**config.mk**
```make
export PLATFORM = sky130hd
export DESIGN_NAME = dmem_arbiter
export DESIGN_NICKNAME = d
export VERILOG_FILES = /design/src/rtl/dmem_pkg.sv /design/src/rtl/dmem_resp_reg.sv /design/src/rtl/dmem_arbiter.sv
export SDC_FILE = /design/constraint.sdc
export NUM_CORES = 1
export LEC_CHECK = 0
export BUFFER_PORTS_ARGS = -buffer_cell sky130_fd_sc_hd__buf_2
export CAP_MARGIN = 20
export CORE_MARGIN = 1.5
export CORE_UTILIZATION = 44
export CTS_BUF_LIST = sky130_fd_sc_hd__clkbuf_2 sky130_fd_sc_hd__clkbuf_4 sky130_fd_sc_hd__clkbuf_8
export CTS_CLUSTER_SIZE = 12
export DETAILED_ROUTE_END_ITERATION = 16
export PLACE_DENSITY = 0.93
export SYNTH_ARGS = -nofsm -noshare
export SYNTH_HDL_FRONTEND = slang
export SYNTH_SLANG_ARGS = --single-unit
```
**constraint.sdc**
```tcl
create_clock -name CLK -period 3.8 [get_ports CLK]
set_input_delay 0.95 -clock CLK [delete_from_list [all_inputs] [get_ports CLK]]
set_output_delay 0.95 -clock CLK [all_outputs]
set_load 0.05 [all_outputs]
```
**src/rtl/dmem_pkg.sv**
```systemverilog
// Shared constants and types for the two-port data-memory arbiter.
package dmem_pkg;

  localparam int DMEM_AW = 6;
  localparam int DMEM_DW = 32;

  typedef enum logic [1:0] {
    IDLE = 2'd0,
    OWN0 = 2'd1,
    OWN1 = 2'd2
  } arb_state_t;

  localparam logic P_CPU = 1'b0;
  localparam logic P_DBG = 1'b1;

endpackage

```
**src/rtl/dmem_resp_reg.sv**
```systemverilog
// Per-port read-response register: one-cycle rvalid pulse, rdata held until the next read.
module dmem_resp_reg
  import dmem_pkg::*;
#(
  parameter int DW = DMEM_DW
) (
  input  logic          clk_i,
  input  logic          rst_i,
  input  logic          rd_en_i,
  input  logic [DW-1:0] rdata_i,
  output logic          rvalid_o,
  output logic [DW-1:0] rdata_o
);

  logic          rvalid_q;
  logic [DW-1:0] rdata_q;

  always_ff @(posedge clk_i or posedge rst_i) begin
    if (rst_i) begin
      rvalid_q <= 1'b0;
      rdata_q  <= '0;
    end else begin
      rvalid_q <= rd_en_i;
      if (rd_en_i) begin
        rdata_q <= rdata_i;
      end else begin
        rdata_q <= rdata_q;
      end
    end
  end

  assign rvalid_o = rvalid_q;
  assign rdata_o  = rdata_q;

endmodule

```
**src/rtl/dmem_arbiter.sv**
```systemverilog
// Round-robin arbiter with bounded burst lock sharing a single-port data memory.
// Optional stall counters are built when DMEM_ARB_STATS_EN is defined.
module dmem_arbiter
  import dmem_pkg::*;
#(
  parameter int AW       = DMEM_AW,
  parameter int DW       = DMEM_DW,
  parameter int MAX_LOCK = 8
) (
  input  logic          CLK,
  input  logic          RST,
  input  logic          m0_req,
  input  logic          m0_we,
  input  logic [AW-1:0] m0_addr,
  input  logic [DW-1:0] m0_wdata,
  input  logic          m0_lock,
  output logic          m0_gnt,
  output logic          m0_rvalid,
  output logic [DW-1:0] m0_rdata,
  input  logic          m1_req,
  input  logic          m1_we,
  input  logic [AW-1:0] m1_addr,
  input  logic [DW-1:0] m1_wdata,
  input  logic          m1_lock,
  output logic          m1_gnt,
  output logic          m1_rvalid,
  output logic [DW-1:0] m1_rdata,
  output logic [AW-1:0] mem_a,
  output logic          mem_we,
  output logic [DW-1:0] mem_wd,
  input  logic [DW-1:0] mem_rd
`ifdef DMEM_ARB_STATS_EN
  ,
  output logic [15:0]   stall0_cnt,
  output logic [15:0]   stall1_cnt
`endif
);

  localparam logic [7:0] MAX_LOCK_C = 8'(MAX_LOCK);

  arb_state_t state_q;
  logic       last_q;
  logic [7:0] lock_cnt_q;

  logic       gnt0_s, gnt1_s, any_gnt_s, sel_lock_s;
  logic [7:0] beat_cnt_s;

  // Grant decision: ties in IDLE go to the port that was not granted last.
  always_comb begin
    gnt0_s = 1'b0;
    gnt1_s = 1'b0;
    if (RST) begin
      gnt0_s = 1'b0;
      gnt1_s = 1'b0;
    end else begin
      case (state_q)
        IDLE: begin
          if (m0_req && m1_req) begin
            gnt0_s = (last_q == P_DBG);
            gnt1_s = (last_q == P_CPU);
          end else begin
            gnt0_s = m0_req;
            gnt1_s = m1_req;
          end
        end
        OWN0:    gnt0_s = m0_req;
        OWN1:    gnt1_s = m1_req;
        default: begin
          gnt0_s = 1'b0;
          gnt1_s = 1'b0;
        end
      endcase
    end
  end

  assign any_gnt_s  = gnt0_s | gnt1_s;
  assign sel_lock_s = gnt1_s ? m1_lock : m0_lock;
  assign beat_cnt_s = (state_q == IDLE) ? 8'd1 : (lock_cnt_q + 8'd1);

  // Ownership FSM; reaching MAX_LOCK locked beats forces a release to IDLE.
  always_ff @(posedge CLK or posedge RST) begin
    if (RST) begin
      state_q    <= IDLE;
      last_q     <= P_DBG;
      lock_cnt_q <= 8'd0;
    end else if (any_gnt_s) begin
      last_q <= gnt1_s ? P_DBG : P_CPU;
      if (sel_lock_s && (beat_cnt_s != MAX_LOCK_C)) begin
        state_q    <= gnt1_s ? OWN1 : OWN0;
        lock_cnt_q <= beat_cnt_s;
      end else begin
        state_q    <= IDLE;
        lock_cnt_q <= 8'd0;
      end
    end else begin
      last_q     <= last_q;
      state_q    <= IDLE;
      lock_cnt_q <= 8'd0;
    end
  end

  always_comb begin
    mem_a  = '0;
    mem_we = 1'b0;
    mem_wd = '0;
    if (gnt0_s) begin
      mem_a  = m0_addr;
      mem_we = m0_we;
      mem_wd = m0_wdata;
    end else if (gnt1_s) begin
      mem_a  = m1_addr;
      mem_we = m1_we;
      mem_wd = m1_wdata;
    end else begin
      mem_a  = '0;
      mem_we = 1'b0;
      mem_wd = '0;
    end
  end

  assign m0_gnt = gnt0_s;
  assign m1_gnt = gnt1_s;

  dmem_resp_reg #(.DW(DW)) u_resp0 (
    .clk_i    (CLK),
    .rst_i    (RST),
    .rd_en_i  (gnt0_s & ~m0_we),
    .rdata_i  (mem_rd),
    .rvalid_o (m0_rvalid),
    .rdata_o  (m0_rdata)
  );

  dmem_resp_reg #(.DW(DW)) u_resp1 (
    .clk_i    (CLK),
    .rst_i    (RST),
    .rd_en_i  (gnt1_s & ~m1_we),
    .rdata_i  (mem_rd),
    .rvalid_o (m1_rvalid),
    .rdata_o  (m1_rdata)
  );

`ifdef DMEM_ARB_STATS_EN
  logic [15:0] stall0_q, stall1_q;

  // Saturating count of cycles a port requested but was not granted.
  always_ff @(posedge CLK or posedge RST) begin
    if (RST) begin
      stall0_q <= 16'd0;
      stall1_q <= 16'd0;
    end else begin
      if (m0_req && !gnt0_s && (stall0_q != 16'hFFFF)) begin
        stall0_q <= stall0_q + 16'd1;
      end else begin
        stall0_q <= stall0_q;
      end
      if (m1_req && !gnt1_s && (stall1_q != 16'hFFFF)) begin
        stall1_q <= stall1_q + 16'd1;
      end else begin
        stall1_q <= stall1_q;
      end
    end
  end

  assign stall0_cnt = stall0_q;
  assign stall1_cnt = stall1_q;
`endif

endmodule
```
==> metrics.cfg <==
[worst_setup_path]
rr_startpoint=state_q[1]
reg2reg_depth=6
r2r_end=u_resp0.rdata_o[28]
r2r_slack_ns=1.34
cp.required_ns=2.85
arrival_ns=2.41
critPathLaunchType=input pin
path_class=in2out
critPathCaptureType=output port
path_max_fanout=23

[placement]
hpwl_um=7510
port_buffers=222
gp_congestion=0.889
pre_cts_slack_ns=0.469
dp.cells=566
place_area_um2=4730

[drt]
avgRoutedWirePerCell_um=16.3
drtPass1Iterations=4
route.detailed.drc=0
vias_per_cell=5.20
dr.first_iter.drc_count=52
via_count=3024
drt-total-wl_um=9490
ant_nets=0

[timing]
setup_violations=0
min_period_ns=3.36
post-route-period-util=0.884
drv_slew=0
hold_viol_final=0
setup_tns_ns=0
fin_worst_skew_ns=0.00854
fin_ws_ns=0.440
rsz0062_at_grt=false
slew_headroom=0.373
tightest_slew_ns=0.940
fmax_mhz=298

[logic_synthesis]
async_flop_share=1.00
yosys.cell_types.count=38
ys_warn_count=0
synth_top_area_share=0.544
synthCells=253
synth_top_area_cell=dfrtp_1
synth_area_um2=3500
synth_fp_nets=370
synth_commonest_cells=dfrtp_1, mux2_1, a22o_1
yosysSeqAreaShare=0.551
synth_edf_count=0
synthTopCellsByArea=dfrtp_1, mux2_1, a22o_1
synth.most_common_cell=dfrtp_1
ys_seq_elements=77
ys.flop_type=dfrtp_1
syn_area_per_cell_um2=13.8

[cts]
htree_levels=3
clk_latency_ns=0.33
postCtsSetupBuffers=0
cts-hold-fix-buffers=0
post_cts_resized=0
cts_buffers=9
cts_buffer_depth=2
clk_pin_slew_worst_paths_ns=0.07
cts_tree=built
cts_num_sinks=77
cts-root-buf=clkbuf_8

[floorplanning]
die_h_um=92.2
pin_count=223
die_area_um2=8490
start_util=0.453
rows=32
die_x_um=92.2
core_um2=7730

[worst_hold_path]
hp-start=u_resp0.rdata_o[16]
hold_class=reg2reg
min_to=u_resp0.rdata_o[16]
whs_path_depth=1

[grt]
grt_overflow_total=0
grt_pass1_wl_um=14500
antenna_found_initial=0
gr-usage-all-layers=0.220
grt_pass1_vias=3129
grt_max_degree=78

[flow_run]
maxCapViolCount=0

[final_layout]
final_cells=582
synthToLayoutAreaGrowth_pct=41.6
seqCellArea_um2=1930
stdcell_area_um2=4950
multiInputGateArea_um2=1460
fill_cells=605
finish.net_count=592
antennaDiodeCount=0
drive_above_1_share=0.554

[pwr]
ir_drop_mv=0.237
finalPower_uw=3120
power.leakage_uw=0.00254
powerDensity_nw_per_um2=629

[run_status]
outcome=completed

==> sequential cells by signal, summed over array words and instances (netlist names) <==
register          cells
last_q                1
lock_cnt_q            8
state_q               2
u_resp0.rdata_o      32
u_resp0.rvalid_o      1
u_resp1.rdata_o      32
u_resp1.rvalid_o      1
==> power by group <==
group          total [uW]  switching [uW]  internal [uW]
clock network         683             287            396
logic                1340            1010            334
registers            1090            87.7           1000
==> worst max-delay path: stages <==
cell     delay (ns)
buf_2          0.14
nor3b_2        0.25
o21a_2         0.43
buf_12         0.22
a22o_1         0.15
buf_2          0.26
==> metrics by stage <==
step | util | hold WS [ns]
2_1_floorplan | - | 0.483
3_3_place_gp | 0.612 | 0.462
3_5_place_dp | 0.612 | 0.471
4_1_cts | 0.641 | 0.487
5_1_grt | 0.641 | 0.508
6_report | 0.641 | 0.487
==> area by class of cell <==
cell class                      count  area share
Clock buffer                       11      0.0293
Multi-Input combinational cell    154       0.294
Inverter                            5     0.00379
Clock inverter                      5      0.0169
Sequential cell                    77       0.389
Tap cell                          102      0.0258
Timing Repair Buffer              228       0.241
==> worst max-delay path by stage <==
stage,to,slack (ns),start
floorplan,mem_a[0],0.22,m0_req
global placement,mem_wd[11],0.56,RST
detailed placement,mem_wd[15],0.47,RST
CTS,mem_wd[15],0.46,RST
global route,mem_wd[15],0.35,RST
finish,mem_wd[13],0.44,RST
==> cell usage in the layout (no fill, tap or decap), types with 4 or more instances in the layout <==
cell      instances
nor2_1            8
xnor2_1           5
a22o_1           39
inv_1             4
dfrtp_1          76
nand2_1           4
clkbuf_8         10
mux2_2           12
buf_2           221
mux2_1           52
buf_4             4
==> metal layers <==
layer	wire [um]	track usage
met5	0	0
met1	3680	0.241
met4	221	0.0859
met2	4920	0.403
met3	672	0.0564
==> cells by family after synthesis <==
kind of cell | share of synthesized area
multiplexers | 0.206
AO/OA/AOI/OAI | 0.147
buffers and inverters | 0.0372
adder cells (fa/ha/maj) | 0.00358
AND/OR/NAND/NOR | 0.0397
flip-flops | 0.551
XOR/XNOR | 0.0150
Note: power is estimated with default switching activity, not from simulation.
